$ cat src/rtl/fsm_job_dispatcher.sv
`default_nettype none
// ============================================================================
// Module   : fsm_job_dispatcher
// Purpose  : Queues job IDs in a small FIFO, issues one start pulse per job to
//            a downstream FSM and reports a completion record per job.
//            Optional macro DISPATCH_TIMEOUT_EN forces completion after TIMEOUT.
// Revision : 1.0 - initial release
// ============================================================================
module fsm_job_dispatcher #(
  parameter int DEPTH   = 4,
  parameter int ID_W    = 4,
  parameter int TIMEOUT = 16
) (
  input  logic                       clk,
  input  logic                       reset,
  input  logic                       req_valid,
  input  logic [ID_W-1:0]            req_id,
  output logic                       req_ready,
  output logic                       start,
  input  logic                       fsm_busy,
  input  logic                       fsm_done,
  output logic                       cmp_valid,
  output logic [ID_W-1:0]            cmp_id,
  output logic                       cmp_timeout,
  output logic [$clog2(DEPTH+1)-1:0] queue_count,
  output logic                       in_flight
);

  localparam int PTR_W = $clog2(DEPTH);
  localparam int CNT_W = $clog2(DEPTH + 1);
  localparam logic [CNT_W-1:0] c_depth = CNT_W'(DEPTH);

  typedef enum logic [1:0] {
    ST_IDLE      = 2'd0,
    ST_ISSUE     = 2'd1,
    ST_WAIT_DONE = 2'd2,
    ST_REPORT    = 2'd3
  } state_t;

  state_t            state_q, state_d;
  logic [ID_W-1:0]   mem_q [DEPTH];
  logic [ID_W-1:0]   mem_d [DEPTH];
  logic [PTR_W-1:0]  wr_ptr_q, wr_ptr_d;
  logic [PTR_W-1:0]  rd_ptr_q, rd_ptr_d;
  logic [CNT_W-1:0]  count_q, count_d;
  logic [ID_W-1:0]   cur_id_q, cur_id_d;
  logic [ID_W-1:0]   cmp_id_q, cmp_id_d;
  logic              cmp_to_q, cmp_to_d;
  logic              in_flight_q, in_flight_d;
  logic              w_push;
  logic              w_pop;
  logic              w_tmr_expired;

  // Ready comes from the registered count only; a same-cycle pop does not make room.
  assign req_ready = (count_q < c_depth);
  assign w_push    = req_valid && req_ready;

`ifdef DISPATCH_TIMEOUT_EN
  localparam int TMR_W = $clog2(TIMEOUT + 1);
  localparam logic [TMR_W-1:0] c_tmr_last = TMR_W'(TIMEOUT - 1);

  logic [TMR_W-1:0] tmr_q, tmr_d;

  always_comb begin
    tmr_d = tmr_q;
    if (state_q == ST_ISSUE) begin
      tmr_d = '0;
    end else if (state_q == ST_WAIT_DONE) begin
      tmr_d = tmr_q + TMR_W'(1);
    end
  end

  always_ff @(posedge clk) begin
    if (reset) begin
      tmr_q <= '0;
    end else begin
      tmr_q <= tmr_d;
    end
  end

  assign w_tmr_expired = (tmr_q == c_tmr_last);
`else
  // No watchdog in this build: the comparison is constant false.
  assign w_tmr_expired = (TIMEOUT < 0);
`endif

  always_comb begin
    mem_d = mem_q;
    if (w_push) begin
      mem_d[wr_ptr_q] = req_id;
    end
  end

  always_comb begin
    wr_ptr_d = w_push ? (wr_ptr_q + PTR_W'(1)) : wr_ptr_q;
    rd_ptr_d = w_pop  ? (rd_ptr_q + PTR_W'(1)) : rd_ptr_q;
    count_d  = count_q;
    if (w_push && !w_pop) begin
      count_d = count_q + CNT_W'(1);
    end else if (!w_push && w_pop) begin
      count_d = count_q - CNT_W'(1);
    end
  end

  always_comb begin
    state_d     = state_q;
    w_pop       = 1'b0;
    cur_id_d    = cur_id_q;
    cmp_id_d    = cmp_id_q;
    cmp_to_d    = cmp_to_q;
    in_flight_d = in_flight_q;
    case (state_q)
      ST_IDLE: begin
        if ((count_q != '0) && !fsm_busy) begin
          w_pop       = 1'b1;
          cur_id_d    = mem_q[rd_ptr_q];
          in_flight_d = 1'b1;
          state_d     = ST_ISSUE;
        end
      end
      ST_ISSUE: begin
        state_d = ST_WAIT_DONE;
      end
      ST_WAIT_DONE: begin
        // A done arriving in the expiry cycle takes priority over the timeout.
        if (fsm_done) begin
          cmp_id_d = cur_id_q;
          cmp_to_d = 1'b0;
          state_d  = ST_REPORT;
        end else if (w_tmr_expired) begin
          cmp_id_d = cur_id_q;
          cmp_to_d = 1'b1;
          state_d  = ST_REPORT;
        end
      end
      ST_REPORT: begin
        in_flight_d = 1'b0;
        state_d     = ST_IDLE;
      end
      default: begin
        state_d = ST_IDLE;
      end
    endcase
  end

  always_ff @(posedge clk) begin
    mem_q <= mem_d;
  end

  always_ff @(posedge clk) begin
    if (reset) begin
      state_q     <= ST_IDLE;
      wr_ptr_q    <= '0;
      rd_ptr_q    <= '0;
      count_q     <= '0;
      cur_id_q    <= '0;
      cmp_id_q    <= '0;
      cmp_to_q    <= 1'b0;
      in_flight_q <= 1'b0;
    end else begin
      state_q     <= state_d;
      wr_ptr_q    <= wr_ptr_d;
      rd_ptr_q    <= rd_ptr_d;
      count_q     <= count_d;
      cur_id_q    <= cur_id_d;
      cmp_id_q    <= cmp_id_d;
      cmp_to_q    <= cmp_to_d;
      in_flight_q <= in_flight_d;
    end
  end

  assign start       = (state_q == ST_ISSUE);
  assign cmp_valid   = (state_q == ST_REPORT);
  assign cmp_id      = cmp_id_q;
  assign cmp_timeout = cmp_to_q;
  assign queue_count = count_q;
  assign in_flight   = in_flight_q;

endmodule
`default_nettype wire

$ cat config.mk
export PLATFORM = sky130hd
export DESIGN_NAME = fsm_job_dispatcher
export DESIGN_NICKNAME = d
export VERILOG_FILES = /design/src/rtl/fsm_job_dispatcher.sv
export SDC_FILE = /design/constraint.sdc
export NUM_CORES = 1
export LEC_CHECK = 0
export CELL_PAD_IN_SITES_DETAIL_PLACEMENT = 1
export CELL_PAD_IN_SITES_GLOBAL_PLACEMENT = 1
export CORE_MARGIN = 3
export CORE_UTILIZATION = 42
export DETAILED_ROUTE_END_ITERATION = 8
export PLACE_DENSITY_LB_ADDON = 0.3
export SLEW_MARGIN = 20
export SYNTH_ARGS = -nofsm -noshare
export SYNTH_HDL_FRONTEND = slang
export SYNTH_SLANG_ARGS = --single-unit
$ cat constraint.sdc
create_clock -name clk -period 3.2 [get_ports clk]
set_input_delay 0.64 -clock clk [delete_from_list [all_inputs] [get_ports clk]]
set_output_delay 0.64 -clock clk [all_outputs]
set_load 0.01 [all_outputs]
==> flow_summary_export.csv, run 1 <==
group,metric,value,unit
run_status,status,"completed",
synth,synth_seq_cells,34,
clock_network,postCtsSetupRepairBufs,0,
power,seqPwrFrac,41.8,%
critical_path,rr_startpoint,"state_q[0]$_SDFFE_PP0P_",
critical_path,crit_path_end_kind,"flop",
critical_path,crit_buf_inv,2,
placed_design,gp_congestion,0.727,
power,max-vdd-ir-drop,381,uV
route,post_drt_wl_per_cell,14.8,um
route,vias_per_cell,5.08,
route,drcViolationCount,0,
clock_network,clkTransAtPathRegs,0.07,ns
critical_path,rrSetupSlack,0.67,ns
synth,synth_ff_type,"dfxtp_1",
layout,drive_above_1_share,11.1,%
die,dieWidth,66.6,um
grt,grt_use_total,15.6,%
timing,maxSlewViolCount,0,
layout,final_core_util,53.6,%
synth,synth_nets,152,
critical_path,cp_slowest_stage_delay,0.54,ns
layout,register_area,841,um^2
grt,grt_pass1_wl,4910,um
placed_design,dp_slack,0.224,ns
grt,overflow,0,
clock_network,cts_buffers,5,
layout,layout_commonest_cell,"clkdlybuf4s50_1",
route,route.final.wire_length,2950,um
placed_design,io_buffers,19,
critical_path,cp.depth,9,
critical_path,crit_chain,"clkdlybuf4s50_1 > and2b_1 > nand2_1 > ha_1 > inv_1 > fa_1 > xor2_1 > or3_2 > a21oi_1",
layout,fill_cells,363,
timing,skew,0.00775,ns
route,drtIter0Drc,38,
layout,area_growth,19.7,%
flow_run,max_cap_violations,0,
placed_design,place_hpwl,2320,um
layout,final_net_count,172,
timing,holdWs,0.458,ns
synth,synth-seq-area-share,54.6,%
power,power.share.combinational,38.0,%
clock_network,htreeDepth,2,
synth,synth_cell_type_count,34,
clock_network,postCtsResizedCells,0,
synth,synth_area_per_cell,11.7,um^2
layout,multi_input_area,636,um^2
grt,grt_pass1_vias,1064,
placed_design,placedInstanceArea,1760,um^2
die,ios,21,
clock_network,cts_root_buf,"clkbuf_8",
die,core_area,3440,um^2
timing,tns,0,ns
layout,num_antenna_cells,0,
power,leakage,0.679,nW
critical_path,critical-path-slowest-cell,"clkdlybuf4s50_1",
clock_network,cts_hold_buffers,0,
synth,yosysWarningCount,0,
worst_hold_path,min_path_type,"reg2reg",
clock_network,clock_path_buffers,2,
route,drtPass1Iterations,4,
die,die_y,66.6,um
synth,syn_area,1540,um^2
critical_path,worstPathMaxFanout,6,
route,num_vias,1010,
die,die-area,4430,um^2
timing,period_share,84.4,%
layout,stdcell_area,1840,um^2
timing,setup_ws,0.500,ns
critical_path,crit_start,"fsm_busy",
timing,finalSetupViolCount,0,
critical_path,r2r-end,"queue_count[2]$_SDFFE_PP0P_",
power,internal-power,0.964,mW
power,p_sw_share,35.2,%
timing,rsz0062_at_grt,"false",
power,power.share.clock,20.2,%
timing,timing.fmax,370,MHz
clock_network,clkSinkCount,34,
layout,layout_common_cells,"19 x clkdlybuf4s50_1, 18 x dfxtp_1, 16 x edfxtp_1",
clock_network,cts_tree,"done",
synth,synth_edf_count,16,
power,p_per_area,806,nW/um^2
timing,hold_violations,0,
grt,grt_max_degree,12,
critical_path,endpoint,"queue_count[2]$_SDFFE_PP0P_",
die,start_util,44.7,%
synth,synthCells,132,
critical_path,crit_path_start_kind,"input pin",
critical_path,crit_required,3.41,ns
power,switchingPower,0.524,mW
route,ant_nets,0,
synth,async_reset_ff_share,0,%
critical_path,critical_path.top_delay_family,"simple AND/OR/NAND/NOR gates",
critical_path,worstRegToRegCells,10,
critical_path,crit_type,"in2reg",
clock_network,worstSkewPairLatency,0.29,ns
grt,grt_antenna_before_repair,0,
die,rows,21,
timing,fin_crit,2.70,ns
critical_path,arrival,2.91,ns
==> area by class of cell <==
| class | count | area share [%] |
|---|---|---|
| timing repair buffer | 20 | 10.7 |
| inverter | 8 | 1.63 |
| clock buffer | 6 | 3.93 |
| multi-input combinational | 83 | 34.5 |
| clock inverter | 2 | 0.543 |
| sequential | 34 | 45.6 |
| tap | 46 | 3.12 |
==> how the worst min path moves through the flow <==
stage                                        start                endpoint  slack, ns  cells past startpoint
after detailed placement    cmp_id[2]$_SDFFE_PP0P_  cmp_id[2]$_SDFFE_PP0P_       0.45                      2
final                       cmp_id[2]$_SDFFE_PP0P_  cmp_id[2]$_SDFFE_PP0P_       0.46                      2
after CTS                   cmp_id[2]$_SDFFE_PP0P_  cmp_id[2]$_SDFFE_PP0P_       0.46                      2
after global routing        cmp_id[2]$_SDFFE_PP0P_  cmp_id[2]$_SDFFE_PP0P_       0.49                      2
after floorplan           cur_id_q[0]$_SDFFE_PP0P_  cmp_id[0]$_SDFFE_PP0P_       0.44                      2
after global placement      cmp_id[2]$_SDFFE_PP0P_  cmp_id[2]$_SDFFE_PP0P_       0.44                      2
==> power groups by stage <==
stage	sequential [mW]	clock [mW]	combinational, mW
final	0.622	0.301	0.565
after CTS	0.624	0.309	0.576
after global placement	0.627	0	0.531
after global routing	0.639	0.332	0.638
after detailed placement	0.633	0	0.570
after floorplan	0.615	0	0.398
==> cells in the mapped netlist, drive strengths merged (2+ instances only) <==
cell type | instances | area [um^2]
edfxtp | 16 | 480
and2 | 5 | 31.3
or3 | 3 | 21.3
clkbuf | 4 | 16.3
ha | 10 | 125
mux4 | 4 | 90.1
nand2b | 2 | 12.5
nand3 | 9 | 45.0
a21oi | 11 | 55.1
inv | 8 | 30.0
nor3 | 3 | 20.0
nand2 | 8 | 30.0
mux2i | 3 | 30.0
nor2 | 5 | 18.8
buf | 3 | 17.5
o21ai | 6 | 30.0
xor2 | 2 | 17.5
and2b | 2 | 16.3
dfxtp | 18 | 360
==> registers in the layout, summed over array words and instances (netlist names) <==
name         count
in_flight        1
mem_q           16
queue_count      3
cur_id_q         4
cmp_id           4
rd_ptr_q         2
wr_ptr_q         2
state_q          2
==> kinds of logic (layout without fill, tap and decap cells) <==
group,after synthesis,count (layout),synth area share [%]
simple gates,39,39,13.7
flops,34,34,54.6
compound gates,21,21,7.64
buf+inv,15,36,4.14
fa+ha+maj,11,11,9.42
mux,8,8,8.53
xor+xnor,3,3,1.71
other cells,1,1,0.243
==> metal layers <==
| metal | vias up | wire length [um] | track usage [%] |
|---|---|---|---|
| li1 | 498 | - | - |
| met3 | 8 | 134 | 5.73 |
| met2 | 21 | 1530 | 26.2 |
| met1 | 483 | 1210 | 16.8 |
| met5 | - | 0 | 0 |
| met4 | 0 | 76 | 8.38 |
==> tightest hold or removal path: stages (launching register included) <==
cell and delay (ns):
dfxtp_1 0.31, nand2_1 0.05, a21oi_1 0.05
==> metrics by stage <==
stage | total power [mW] | instances
floorplan | 1.01 | 132
global placement | 1.16 | 191
detailed placement | 1.20 | 191
CTS | 1.51 | 199
global route | 1.61 | 199
finish | 1.49 | 199
(Power assumes the default switching activity.)
==> run 2, diff against run 1 <==
Settings changed: CORE_UTILIZATION 42 to 38.
Clock period 3.2 ns to 2.46 ns, I/O delays scaled along.
==> run 2 against run 1 <==
Against the previous run:
- critical path type unchanged
- combinational power up 46%
- highest routed layer unchanged
- sequential cell count did not move
- die area grew 9.6%
- hold slack got worse by 0.0022 ns
- sequential share of layout area is 2.6 points lower
- setup slack lost 0.41 ns
- wire length grew 2.7%
==> flow_summary_export.csv, run 2 (synthesis gave the netlist of run 1 again) <==
group,metric,value,unit
clock_network,cts_buffers,5,
critical_path,rr_startpoint,"state_q[0]$_SDFFE_PP0P_",
worst_hold_path,hold_start,"cmp_id[2]$_SDFFE_PP0P_",
layout,register_area,843,um^2
route,top_layer,"met4",
grt,grt_antenna_before_repair,0,
placed_design,io_buffers,19,
placed_design,placedInstanceArea,1820,um^2
layout,layout_common_cells,"19 x clkdlybuf4s50_1, 16 x dfxtp_1, 16 x edfxtp_1",
route,wl_met1,1240,um
placed_design,place_hpwl,2310,um
route,vias_per_cell,5.04,
layout,stdcell_area,1960,um^2
layout,layout_commonest_cell,"clkdlybuf4s50_1",
timing,holdWs,0.455,ns
clock_network,worstSkewPairLatency,0.29,ns
die,die-area,4850,um^2
die,rows,22,
die,start_util,40.8,%
die,dieWidth,69.7,um
timing,setup_ws,0.0858,ns
route,drtIter0Drc,21,
grt,grt_pass1_wl,5080,um
clock_network,cts_root_buf,"clkbuf_8",
grt,grt_use_total,13.7,%
clock_network,clkTransAtPathRegs,0.07,ns
clock_network,cts_tree,"done",
critical_path,crit_required,2.68,ns
critical_path,crit_path_start_kind,"input pin",
layout,fill_cells,394,
timing,tns,0,ns
placed_design,gp_congestion,0.775,
route,num_vias,1048,
layout,final_net_count,179,
worst_hold_path,min_path_type,"reg2reg",
die,core_area,3770,um^2
layout,num_antenna_cells,0,
layout,top_register,"mem_q",
critical_path,crit_type,"in2reg",
route,wl_met3,126,um
critical_path,arrival,2.59,ns
layout,area_growth,27.2,%
route,drtPass1Iterations,4,
placed_design,dp_slack,-0.208,ns
route,route.final.wire_length,3030,um
timing,skew,0.00580,ns
clock_network,htreeDepth,2,
run_status,status,"completed",
critical_path,worstPathMaxFanout,2,
layout,multi_input_area,643,um^2
layout,layoutNonFillerInstCount,208,
clock_network,clock_path_buffers,2,
timing,period_share,96.5,%
clock_network,clkSinkCount,34,
grt,grt_pass1_vias,1116,
timing,tightest_slew,0.503,ns
timing,maxSlewViolCount,0,
route,ant_nets,0,
power,max-vdd-ir-drop,662,uV
power,p_per_area,1140,nW/um^2
timing,hold_violations,0,
timing,fin_crit,2.37,ns
critical_path,crit_start,"fsm_busy",
power,power,2.23,mW
flow_run,max_cap_violations,0,
timing,timing.fmax,421,MHz
layout,final_core_util,52.0,%
layout,largest_reg_flops,16,
route,drcViolationCount,0,
placed_design,dp_cells,200,
route,post_drt_wl_per_cell,14.6,um
die,ios,21,
timing,slew_headroom,66.3,%
die,die_y,69.7,um
layout,drive_above_1_share,18.1,%
power,leakage,0.734,nW
grt,overflow,0,
critical_path,crit_path_end_kind,"flop",
grt,grt_max_degree,19,
route,met2_length,1600,um
timing,finalSetupViolCount,0,
## run 2: final timing paths
| path | slack (ns) | endpoint | cells past startpoint |
|---|---|---|---|
| setup / recovery | 0.09 | queue_count[2]$_SDFFE_PP0P_ | 9 |
| hold / removal | 0.46 | cmp_id[2]$_SDFFE_PP0P_ | 2 |
| setup reg to reg | 0.12 | queue_count[2]$_SDFFE_PP0P_ | 10 |
| hold reg to reg | 0.46 | cmp_id[2]$_SDFFE_PP0P_ | 2 |
## run 2: power breakdown
part | internal [mW] | total (mW) | switching (mW)
sequential | 0.707 | 0.803 | 0.0959
clock | 0.401 | 0.606 | 0.205
combinational | 0.416 | 0.824 | 0.408
## run 2: timing repair
item,in CTS,in global routing
endpoints found under the setup margin,0,1
hold buffers,0,0
gates resized for setup,0,5
setup buffers,0,0
## run 2: final cells by class
type / instances / share of cell area [%]
Clock inverter: 3 / 3.26
Timing Repair Buffer: 27 / 12.8
Inverter: 8 / 1.53
Tap cell: 48 / 3.07
Clock buffer: 5 / 3.51
Sequential cell: 34 / 43.0
Multi-Input combinational cell: 83 / 32.8
## run 2: worst max-delay path, stage by stage
cell and delay [ns]:
clkdlybuf4s50_1 0.47, and2b_2 0.24, nand2_1 0.08, ha_1 0.16
inv_1 0.06, fa_2 0.33, xor2_1 0.18, or3_2 0.44
a21oi_2 0.14
## run 2: per-layer routing
| metal | global-route usage (%) | up-vias |
|---|---|---|
| li1 | - | 517 |
| met2 | 23.9 | 19 |
| met4 | 7.02 | 0 |
| met5 | 0 | - |
| met1 | 14.9 | 507 |
| met3 | 3.91 | 5 |
